File: config.mk
export PLATFORM = sky130hd
export DESIGN_NAME = store_align_buffer
export DESIGN_NICKNAME = d
export VERILOG_FILES = /design/src/rtl/store_align_buffer.sv
export SDC_FILE = /design/constraint.sdc
export NUM_CORES = 1
export LEC_CHECK = 0
export ABC_CLOCK_PERIOD_IN_PS = 4400
export BUFFER_PORTS_ARGS = -buffer_cell sky130_fd_sc_hd__buf_4
export CORE_ASPECT_RATIO = 0.5
export CORE_MARGIN = 2
export CORE_UTILIZATION = 25
export CTS_CLUSTER_DIAMETER = 30
export CTS_CLUSTER_SIZE = 10
export DETAILED_ROUTE_END_ITERATION = 10
export PLACE_DENSITY_LB_ADDON = 0.08
export SETUP_SLACK_MARGIN = 0.2
export SLEW_MARGIN = 20
export SYNTH_ARGS = -nofsm -noshare
export SYNTH_HDL_FRONTEND = slang
export SYNTH_SLANG_ARGS = --single-unit
export TNS_END_PERCENT = 30
File: constraint.sdc
create_clock -name clk -period 4.4 [get_ports clk]
set_input_delay 0.44 -clock clk [delete_from_list [all_inputs] [get_ports clk]]
set_output_delay 0.44 -clock clk [all_outputs]
set_load 0.01 [all_outputs]
File: src/rtl/store_align_buffer.sv
// -----------------------------------------------------------------------------
// store_align_buffer
//
// Buffers store requests in a small FIFO and turns each one into one or two
// lane-aligned bus write beats. The byte offset inside the bus word shifts
// both the data and the byte enables. An access that runs past the end of the
// bus word is split into a second beat at the next aligned address.
//
// Optional feature macro: MISALIGN_SPLIT_EN
//   defined   : any legal size at any offset is accepted, lane-shifted and,
//               when it crosses the bus word, split into two beats.
//   undefined : a request whose address is not a multiple of its size is
//               accepted but dropped, and misalign_err pulses.
//
// Ports
//   clk, reset_n        clock, asynchronous active-low reset
//   req_valid/ready     store request handshake
//   req_addr            byte address
//   req_size            00 byte, 01 half, 10 word, 11 dword (64-bit bus only)
//   req_wdata           right-justified store data
//   bus_valid/ready     bus beat handshake
//   bus_addr            beat address, aligned to DATA_W/8
//   bus_byteen          lane enables
//   bus_wdata           lane-aligned beat data
//   misalign_err        one-cycle pulse, cycle after a dropped request
//   count               FIFO occupancy (excludes the beat in the output regs)
//   dbg_state           output FSM state (0 IDLE, 1 FIRST, 2 SECOND)
//
// Handshake: a transfer happens on a rising clk edge where valid and ready are
// both high. The sender holds valid and payload until that edge. req_ready
// depends only on reset_n and count, never on req_valid. The bus payload
// never changes while bus_valid is high and bus_ready is low.
// -----------------------------------------------------------------------------
module store_align_buffer #(
  parameter int DATA_W = 32,
  parameter int DEPTH  = 4
) (
  input  logic                     clk,
  input  logic                     reset_n,
  input  logic                     req_valid,
  output logic                     req_ready,
  input  logic [31:0]              req_addr,
  input  logic [1:0]               req_size,
  input  logic [DATA_W-1:0]        req_wdata,
  output logic                     bus_valid,
  input  logic                     bus_ready,
  output logic [31:0]              bus_addr,
  output logic [DATA_W/8-1:0]      bus_byteen,
  output logic [DATA_W-1:0]        bus_wdata,
  output logic                     misalign_err,
  output logic [$clog2(DEPTH):0]   count,
  output logic [1:0]               dbg_state
);

  localparam int BYTES = DATA_W / 8;
  localparam int OFF_W = $clog2(BYTES);
  localparam int PTR_W = $clog2(DEPTH);
  localparam int CNT_W = PTR_W + 1;

  typedef enum logic [1:0] {
    IDLE   = 2'd0,
    FIRST  = 2'd1,
    SECOND = 2'd2
  } state_t;

  state_t state;
  logic   split_q;   // beat on the bus is the first half of a split access

  // FIFO storage
  logic [31:0]       mem_addr  [DEPTH];
  logic [1:0]        mem_size  [DEPTH];
  logic [DATA_W-1:0] mem_wdata [DEPTH];
  logic [PTR_W-1:0]  rd_ptr;
  logic [PTR_W-1:0]  wr_ptr;

  // ---------------------------------------------------------------------------
  // Request classification
  // ---------------------------------------------------------------------------
  logic accept;
  logic illegal;
  logic misaligned;
  logic drop;
  logic push;

  assign req_ready = reset_n && (count < CNT_W'(DEPTH));
  assign accept    = req_valid && req_ready;
  assign illegal   = (DATA_W == 32) && (req_size == 2'b11);

`ifdef MISALIGN_SPLIT_EN
  assign misaligned = 1'b0;
`else
  logic [2:0] align_mask;
  always_comb begin
    align_mask = 3'b000;
    case (req_size)
      2'b00:   align_mask = 3'b000;
      2'b01:   align_mask = 3'b001;
      2'b10:   align_mask = 3'b011;
      default: align_mask = 3'b111;
    endcase
  end
  assign misaligned = (req_addr[2:0] & align_mask) != 3'b000;
`endif

  assign drop = illegal || misaligned;
  assign push = accept && !drop;

  // ---------------------------------------------------------------------------
  // Head selection: an empty FIFO forwards the incoming request so that a
  // request accepted in cycle N is on the bus in cycle N+1. The entry is
  // still written to the FIFO; if it is popped the same cycle, count stays.
  // ---------------------------------------------------------------------------
  logic              fifo_empty;
  logic              avail;
  logic [31:0]       head_addr;
  logic [1:0]        head_size;
  logic [DATA_W-1:0] head_wdata;

  assign fifo_empty = (count == '0);
  assign avail      = !fifo_empty || push;

  always_comb begin
    if (fifo_empty) begin
      head_addr  = req_addr;
      head_size  = req_size;
      head_wdata = req_wdata;
    end else begin
      head_addr  = mem_addr[rd_ptr];
      head_size  = mem_size[rd_ptr];
      head_wdata = mem_wdata[rd_ptr];
    end
  end

  // ---------------------------------------------------------------------------
  // Lane alignment. The mask and data are built at double width: the low half
  // is the first beat and the high half is exactly the second beat.
  // ---------------------------------------------------------------------------
  logic [OFF_W-1:0]    off;
  logic [3:0]          nbytes;
  logic [4:0]          span;
  logic [2*BYTES-1:0]  one_mask;
  logic [2*BYTES-1:0]  lane_mask;
  logic [2*DATA_W-1:0] lane_data;
  logic [31:0]         base_addr;
  logic                head_split;

  always_comb begin
    off        = head_addr[OFF_W-1:0];
    nbytes     = 4'd1 << head_size;
    span       = 5'(off) + 5'(nbytes);
    head_split = span > 5'(BYTES);
    one_mask   = {{(2*BYTES-1){1'b0}}, 1'b1};
    lane_mask  = ((one_mask << nbytes) - one_mask) << off;
    lane_data  = {{DATA_W{1'b0}}, head_wdata} << {off, 3'b000};
    base_addr  = {head_addr[31:OFF_W], {OFF_W{1'b0}}};
  end

  // ---------------------------------------------------------------------------
  // Output sequencing
  // ---------------------------------------------------------------------------
  logic load_first;
  logic load_second;
  logic pop;

  always_comb begin
    load_first  = 1'b0;
    load_second = 1'b0;
    case (state)
      IDLE:    load_first = avail;
      FIRST: begin
        if (bus_ready) begin
          if (split_q) load_second = 1'b1;
          else         load_first  = avail;
        end
      end
      SECOND:  if (bus_ready) load_first = avail;
      default: ;
    endcase
  end

  // A split entry stays at the head until its second beat is loaded.
  assign pop = (load_first && !head_split) || load_second;

  always_ff @(posedge clk) begin
    if (push) begin
      mem_addr[wr_ptr]  <= req_addr;
      mem_size[wr_ptr]  <= req_size;
      mem_wdata[wr_ptr] <= req_wdata;
    end
  end

  always_ff @(posedge clk or negedge reset_n) begin
    if (!reset_n) begin
      state        <= IDLE;
      split_q      <= 1'b0;
      rd_ptr       <= '0;
      wr_ptr       <= '0;
      count        <= '0;
      bus_valid    <= 1'b0;
      bus_addr     <= '0;
      bus_byteen   <= '0;
      bus_wdata    <= '0;
      misalign_err <= 1'b0;
    end else begin
      misalign_err <= accept && drop;

      if (push) wr_ptr <= wr_ptr + 1'b1;
      if (pop)  rd_ptr <= rd_ptr + 1'b1;

      case ({push, pop})
        2'b10:   count <= count + 1'b1;
        2'b01:   count <= count - 1'b1;
        default: ;
      endcase

      if (load_first) begin
        state      <= FIRST;
        split_q    <= head_split;
        bus_valid  <= 1'b1;
        bus_addr   <= base_addr;
        bus_byteen <= lane_mask[BYTES-1:0];
        bus_wdata  <= lane_data[DATA_W-1:0];
      end else if (load_second) begin
        state      <= SECOND;
        split_q    <= 1'b0;
        bus_valid  <= 1'b1;
        bus_addr   <= base_addr + 32'(BYTES);
        bus_byteen <= lane_mask[2*BYTES-1:BYTES];
        bus_wdata  <= lane_data[2*DATA_W-1:DATA_W];
      end else if (state != IDLE && bus_ready) begin
        state     <= IDLE;
        split_q   <= 1'b0;
        bus_valid <= 1'b0;
      end
    end
  end

  assign dbg_state = state;

endmodule
== After elaboration in Yosys (flattened, before gate mapping) ==
Memory sizes are Yosys's and may differ from the RTL's.
Index checks and enable logic that the tools add are counted.
Cells by class
  muxes and demuxes: 28
  eq/ne operators: 7
  bitwise logic cells: 1
  shift-type cells: 4
  add/subtract/negate cells: 7
  reductions and logical operators: 20
  order comparisons: 2
Operators with widths (number)
  $mux 32: 6
  $shl 32x5->64: 1
  $add 32x3->32 const B: 1
  $mux 1: 13
  $pmux 3 s3: 1
  $eq 2x2->1 const B: 4
  $mux 2: 4
  $mux 4: 2
  $shl 1x4->8 const A: 1
  $shl 8x2->8: 1
  $sub 8x1->8 const B: 1
  $eq 2x1->1 const B: 3
  $logic_and 1x1->1: 6
  $pmux 3 s2: 1
  $reduce_bool 2->1: 3
  $reduce_bool 3->1: 2
  $add 2x4->5: 1
  $gt 5x3->1 const B: 1
  $add 2x1->2 const B: 2
  $logic_not 2->1: 2
  $shl 1x2->4 const A: 1
  $add 3x1->3 const B: 1
  $and 3x3->3: 1
  $logic_not 1->1: 3
  5 further kinds: 7
Storage, ports and cells
  logic and storage cells: 82
  output and inout bits: 76
  input port bits: 70
  register bits after elaboration: 80
  memories kept: 3
  bits in writable memories: 264
Memory list
  mem_addr: words 4, bits a word 32, rd ports 1, clocked after memory_dff 0, wr ports 1, RTL line 70  | logic [31:0] mem_addr [DEPTH];
  mem_wdata: words 4, bits a word 32, rd ports 1, clocked after memory_dff 0, wr ports 1, RTL line 72  | logic [DATA_W-1:0] mem_wdata [DEPTH];
  mem_size: words 4, bits a word 2, rd ports 1, clocked after memory_dff 0, wr ports 1, RTL line 71  | logic [1:0] mem_size [DEPTH];

== Longest topological paths before layout ==
  depth in word-level cells: 15
  depth in mapped cells: 21

== Worst setup path after synthesis ==
Ideal clock, no wire load.
  kind: flip-flop to flip-flop
  from: register rd_ptr[1]
  to: register count[2]
  data arrival time: 4.021 ns
  setup time: 0.079 ns
  data required time: 4.321 ns
  path slack: 0.300 ns
  path buffers: 3
  cell stages (with the launch flop): 20
  cell sequence: dfrtp_1 > buf_2 > buf_2 > mux4_2 > mux2i_1 > inv_2 > clkbuf_1 > ha_1 > fa_1 > nor2_1 > nor2_1 > nor3_1 > a21oi_1 > o21ai_1 > ha_1 > inv_1 > fa_1 > xor2_1 > nor2_1 > xor2_1
Between the ends
  word-level cells in the longest chain between the ends: 10
RTL lines
  start, declared: RTL line 73  | logic [PTR_W-1:0] rd_ptr;
  start signal, assigned: RTL line 208  | if (pop) rd_ptr <= rd_ptr + 1'b1;
  $mem_v2 4x2
  $mux 2: RTL line 123  | if (fifo_empty) begin
  $shl 1x2->4: RTL line 149  | nbytes = 4'd1 << head_size;
  $add 2x4->5 *: RTL line 150  | span = 5'(off) + 5'(nbytes);
  $gt 5x3->1 *: RTL line 151  | head_split = span > 5'(BYTES);
  $logic_not 1->1 *: RTL line 182  | assign pop = (load_first && !head_split) || load_second;
  $logic_and 1x1->1 *: RTL line 182
  $logic_or 1x1->1 *: RTL line 182
  $eq 2x1->1 or $eq 2x2->1 (tied branches): RTL line 210  | case ({push, pop})
  $pmux 3 s2 or $reduce_bool 2->1 (tied branches)
  end signal, assigned: RTL line 211  | 2'b10: count <= count + 1'b1;
  end signal, assigned: RTL line 212  | 2'b01: count <= count - 1'b1;
  end, declared: RTL line 51  | output logic [$clog2(DEPTH):0] count,
Every way passes the cells marked *; elsewhere a longest branch is shown, timed or not.
A chain may end at the register's enable or synchronous reset.

== Final worst setup path ==
  from: register rd_ptr[0]
  to: register count[2]
The elaborated chain is that of the path after synthesis.

==> results.py <==
metrics = {
    "outcome": {
        "status": "complete, no violations",
    },
    "global_routing": {
        "grt_max_degree": 58,
        "grt_pass1_wl_um": 66700,
        "grtUsageTotal": 0.146,
        "grt_pass1_vias": 10100,
        "overflow": 0,
        "antenna_found_initial": 3,
    },
    "placed_design": {
        "place_area_um2": 17200,
        "portBuffers": 143,
        "pre_cts_ws_ns": 0.456,
        "dpl.hpwl_um": 29100,
        "placed_cells": 1973,
        "place.gp.congestion": 0.746,
    },
    "clock_network": {
        "cts_buffers": 70,
        "clock-sinks": 342,
        "cts_setup_buffers": 0,
        "htreeDepth": 3,
        "cts_buffer_depth": 3,
        "cts_tree": "done",
        "clk_pin_slew_ns": 0.05,
        "cts-root-buf": "clkbuf_16",
        "clk_latency_ns": 0.58,
    },
    "final_layout": {
        "final_net_count": 1317,
        "area_growth_pct": 30.1,
        "drive_gt1_frac": 0.293,
        "final_cells": 2104,
        "num-fill-cells": 5865,
        "multi_input_area_um2": 4890,
        "seq_area_um2": 9880,
        "fin_area_um2": 19600,
        "postLayoutCoreUtil": 0.330,
    },
    "detailed_routing": {
        "vias": 9521,
        "drt-total-wl_um": 45300,
        "ant_nets": 0,
        "vias_per_cell": 4.53,
        "avgRoutedWirePerCell_um": 21.5,
        "drtPass1Iterations": 5,
        "drtIter0Drc": 664,
        "drcViolationCount": 0,
    },
    "floorplan": {
        "num_rows": 63,
        "start_util": 0.254,
        "core_area_um2": 59400,
        "fp.dieH_um": 178,
        "die-area_um2": 62400,
        "ioPinCount": 146,
        "die_x_um": 351,
    },
    "critical_path": {
        "required_ns": 4.89,
        "end_kind": "register",
        "cp-start-kind": "register",
        "critPathKind": "reg -> reg",
        "cp.arrival_ns": 4.30,
        "cp_max_fo": 8,
    },
    "synth": {
        "yosys.area.top_type": "edfxtp_1",
        "synth_edf_count": 264,
        "yosysUniqueCellTypes": 62,
        "netlist_top_cells_area": "edfxtp_1, dfrtp_1, mux4_2",
        "synthFlopType": "edfxtp_1",
        "synth_area_um2": 15100,
        "syn_inst": 1046,
        "ys_async_sr_fraction": 0.228,
        "yosysTopAreaCellShare": 0.526,
        "synth_seq_cells": 342,
        "ys_seq_area_frac": 0.656,
        "synth_warnings": 0,
        "syn_avg_cell_area_um2": 14.4,
    },
    "timing": {
        "tns_ns": 0,
        "timing.final.crit_period_ns": 3.81,
        "fin_crit_sh": 0.865,
        "hold_viol_final": 0,
        "rsz0062_at_grt": "no",
        "fmax_mhz": 263,
        "drv_slew": 0,
        "fin_ws_ns": 0.594,
        "maxSlewHeadroom": 0.407,
        "finalSetupViolCount": 0,
        "tightest_slew_ns": 0.888,
        "clock_skew_ns": 0.0212,
    },
    "pwr": {
        "powerDensity_nw_per_um2": 799,
        "leakage_nw": 7.37,
        "peakVddDrop_v": 0.000325,
    },
    "flow_run": {
        "drv_cap": 0,
    },
    "worst_hold_path": {
        "hold_class": "in -> reg",
    },
}
## state kept, by name (all words and copies together), names as in the netlist
register and flops:
misalign_err 1, bus_wdata 32, bus_addr 30, mem_addr 128, split_q 1, mem_wdata 128
mem_size 8, wr_ptr 2, count 3, dbg_state 2, bus_byteen 4, rd_ptr 2
bus_valid 1
## placed cells by master, fill, tap and decap left out, drive strengths merged, types with 2 or more instances in the layout
master,count
edfxtp,264
buf,172
nand2,139
clkbuf,85
nor2,83
dfrtp,78
mux4,66
a21oi,60
mux2i,55
o21ai,52
nand3,32
xor2,20
inv,20
clkinv,18
xnor2,12
ha,11
clkinvlp,11
a211oi,10
a221oi,9
nand4,9
nor3,9
and2,9
o221ai,7
bufinv,7
a31oi,5
mux2,4
diode,3
and3,3
o22ai,3
a32oi,3
o211ai,3
nor4,3
nand3b,2
nand2b,2
o31ai,2
nor4b,2
fa,2
conb,2
## where the power goes
part,total (mW),internal [mW],switching (mW)
Sequential,4.32,3.99,0.330
Combinational,6.01,2.34,3.67
Clock,5.34,3.55,1.79
Total,15.7,9.88,5.79
## logic make-up after synthesis
kind of cell               after synthesis  synth area share
DFF                                    342             0.656
and+or+nand+nor                        300            0.0883
AOI/OAI and AO/OA                      161            0.0640
muxes                                  125             0.139
buffers and inverters                   72            0.0228
xor gates and xnor gates                32            0.0186
adders and majority gates               13            0.0118
other                                    1          0.000249
## worst max-delay path, cell delays in order (launching register included)
cell and delay [ns]:
dfrtp_4 0.47, mux4_2 0.51, mux2_2 0.34, nor2_1 0.16
ha_1 0.18, fa_1 0.42, nor2_1 0.12, nor2_1 0.05
nor3_1 0.12, a21oi_1 0.08, o21ai_1 0.20, ha_1 0.23
inv_1 0.07, fa_1 0.38, xor2_1 0.15, nor2_1 0.11
xor2_1 0.16
## per-layer routing
metal,track usage,wire length [um]
met1,0.186,19900
met2,0.252,23000
met3,0.0276,1520
met4,0.0426,849
met5,0,0
## metrics by stage
stage | hold WS [ns] | power, mW
final | 0.0701 | 15.7
after global routing | 0.0441 | 16.7
after CTS | 0.0367 | 16.0
after detailed placement | 0.416 | 10.5
after global placement | 0.412 | 10.5
after floorplan | 0.144 | 8.24
## area by class of cell
type / count / area share
diodes: 3 / 0.000383
clock buffers: 85 / 0.0980
clock inverters: 42 / 0.0250
inverters: 14 / 0.00268
multi-input cells: 633 / 0.250
flip-flops and latches: 342 / 0.504
well taps: 812 / 0.0518
repair buffers: 173 / 0.0685
## final timing paths
check	from	end	slack, ns	cells after the start
worst max-delay path	rd_ptr[0]$_DFFE_PN0N_	count[2]$_DFFE_PN0P_	0.59	16
min in group asynchronous	reset_n	bus_addr[14]$_DFFE_PN0P_	0.36	2
max in group asynchronous	reset_n	rd_ptr[0]$_DFFE_PN0N_	2.78	3
worst min-delay path	req_wdata[11]	mem_wdata[2][11]$_DFFE_PP_	0.07	1
worst min register to register	bus_wdata[28]$_DFFE_PN0P_	bus_wdata[28]$_DFFE_PN0P_	0.49	2
worst max register to register	rd_ptr[0]$_DFFE_PN0N_	count[2]$_DFFE_PN0P_	0.59	16
## Yosys cell counts (all sizes together), types with 10 or more instances
library cell / n
a211oi: 10
a21oi: 60
buf: 34
clkbuf: 24
dfrtp: 78
edfxtp: 264
ha: 11
inv: 14
mux2i: 55
mux4: 66
nand2: 139
nand3: 32
nor2: 83
o21ai: 52
xnor2: 12
xor2: 20
## timing repair
item	in CTS	in global routing
hold endpoints to repair	21	0
endpoints found under the setup margin	0	1
hold buffers	1	0
resized for setup	0	1
No activity file was read; power rests on OpenSTA's default activity.
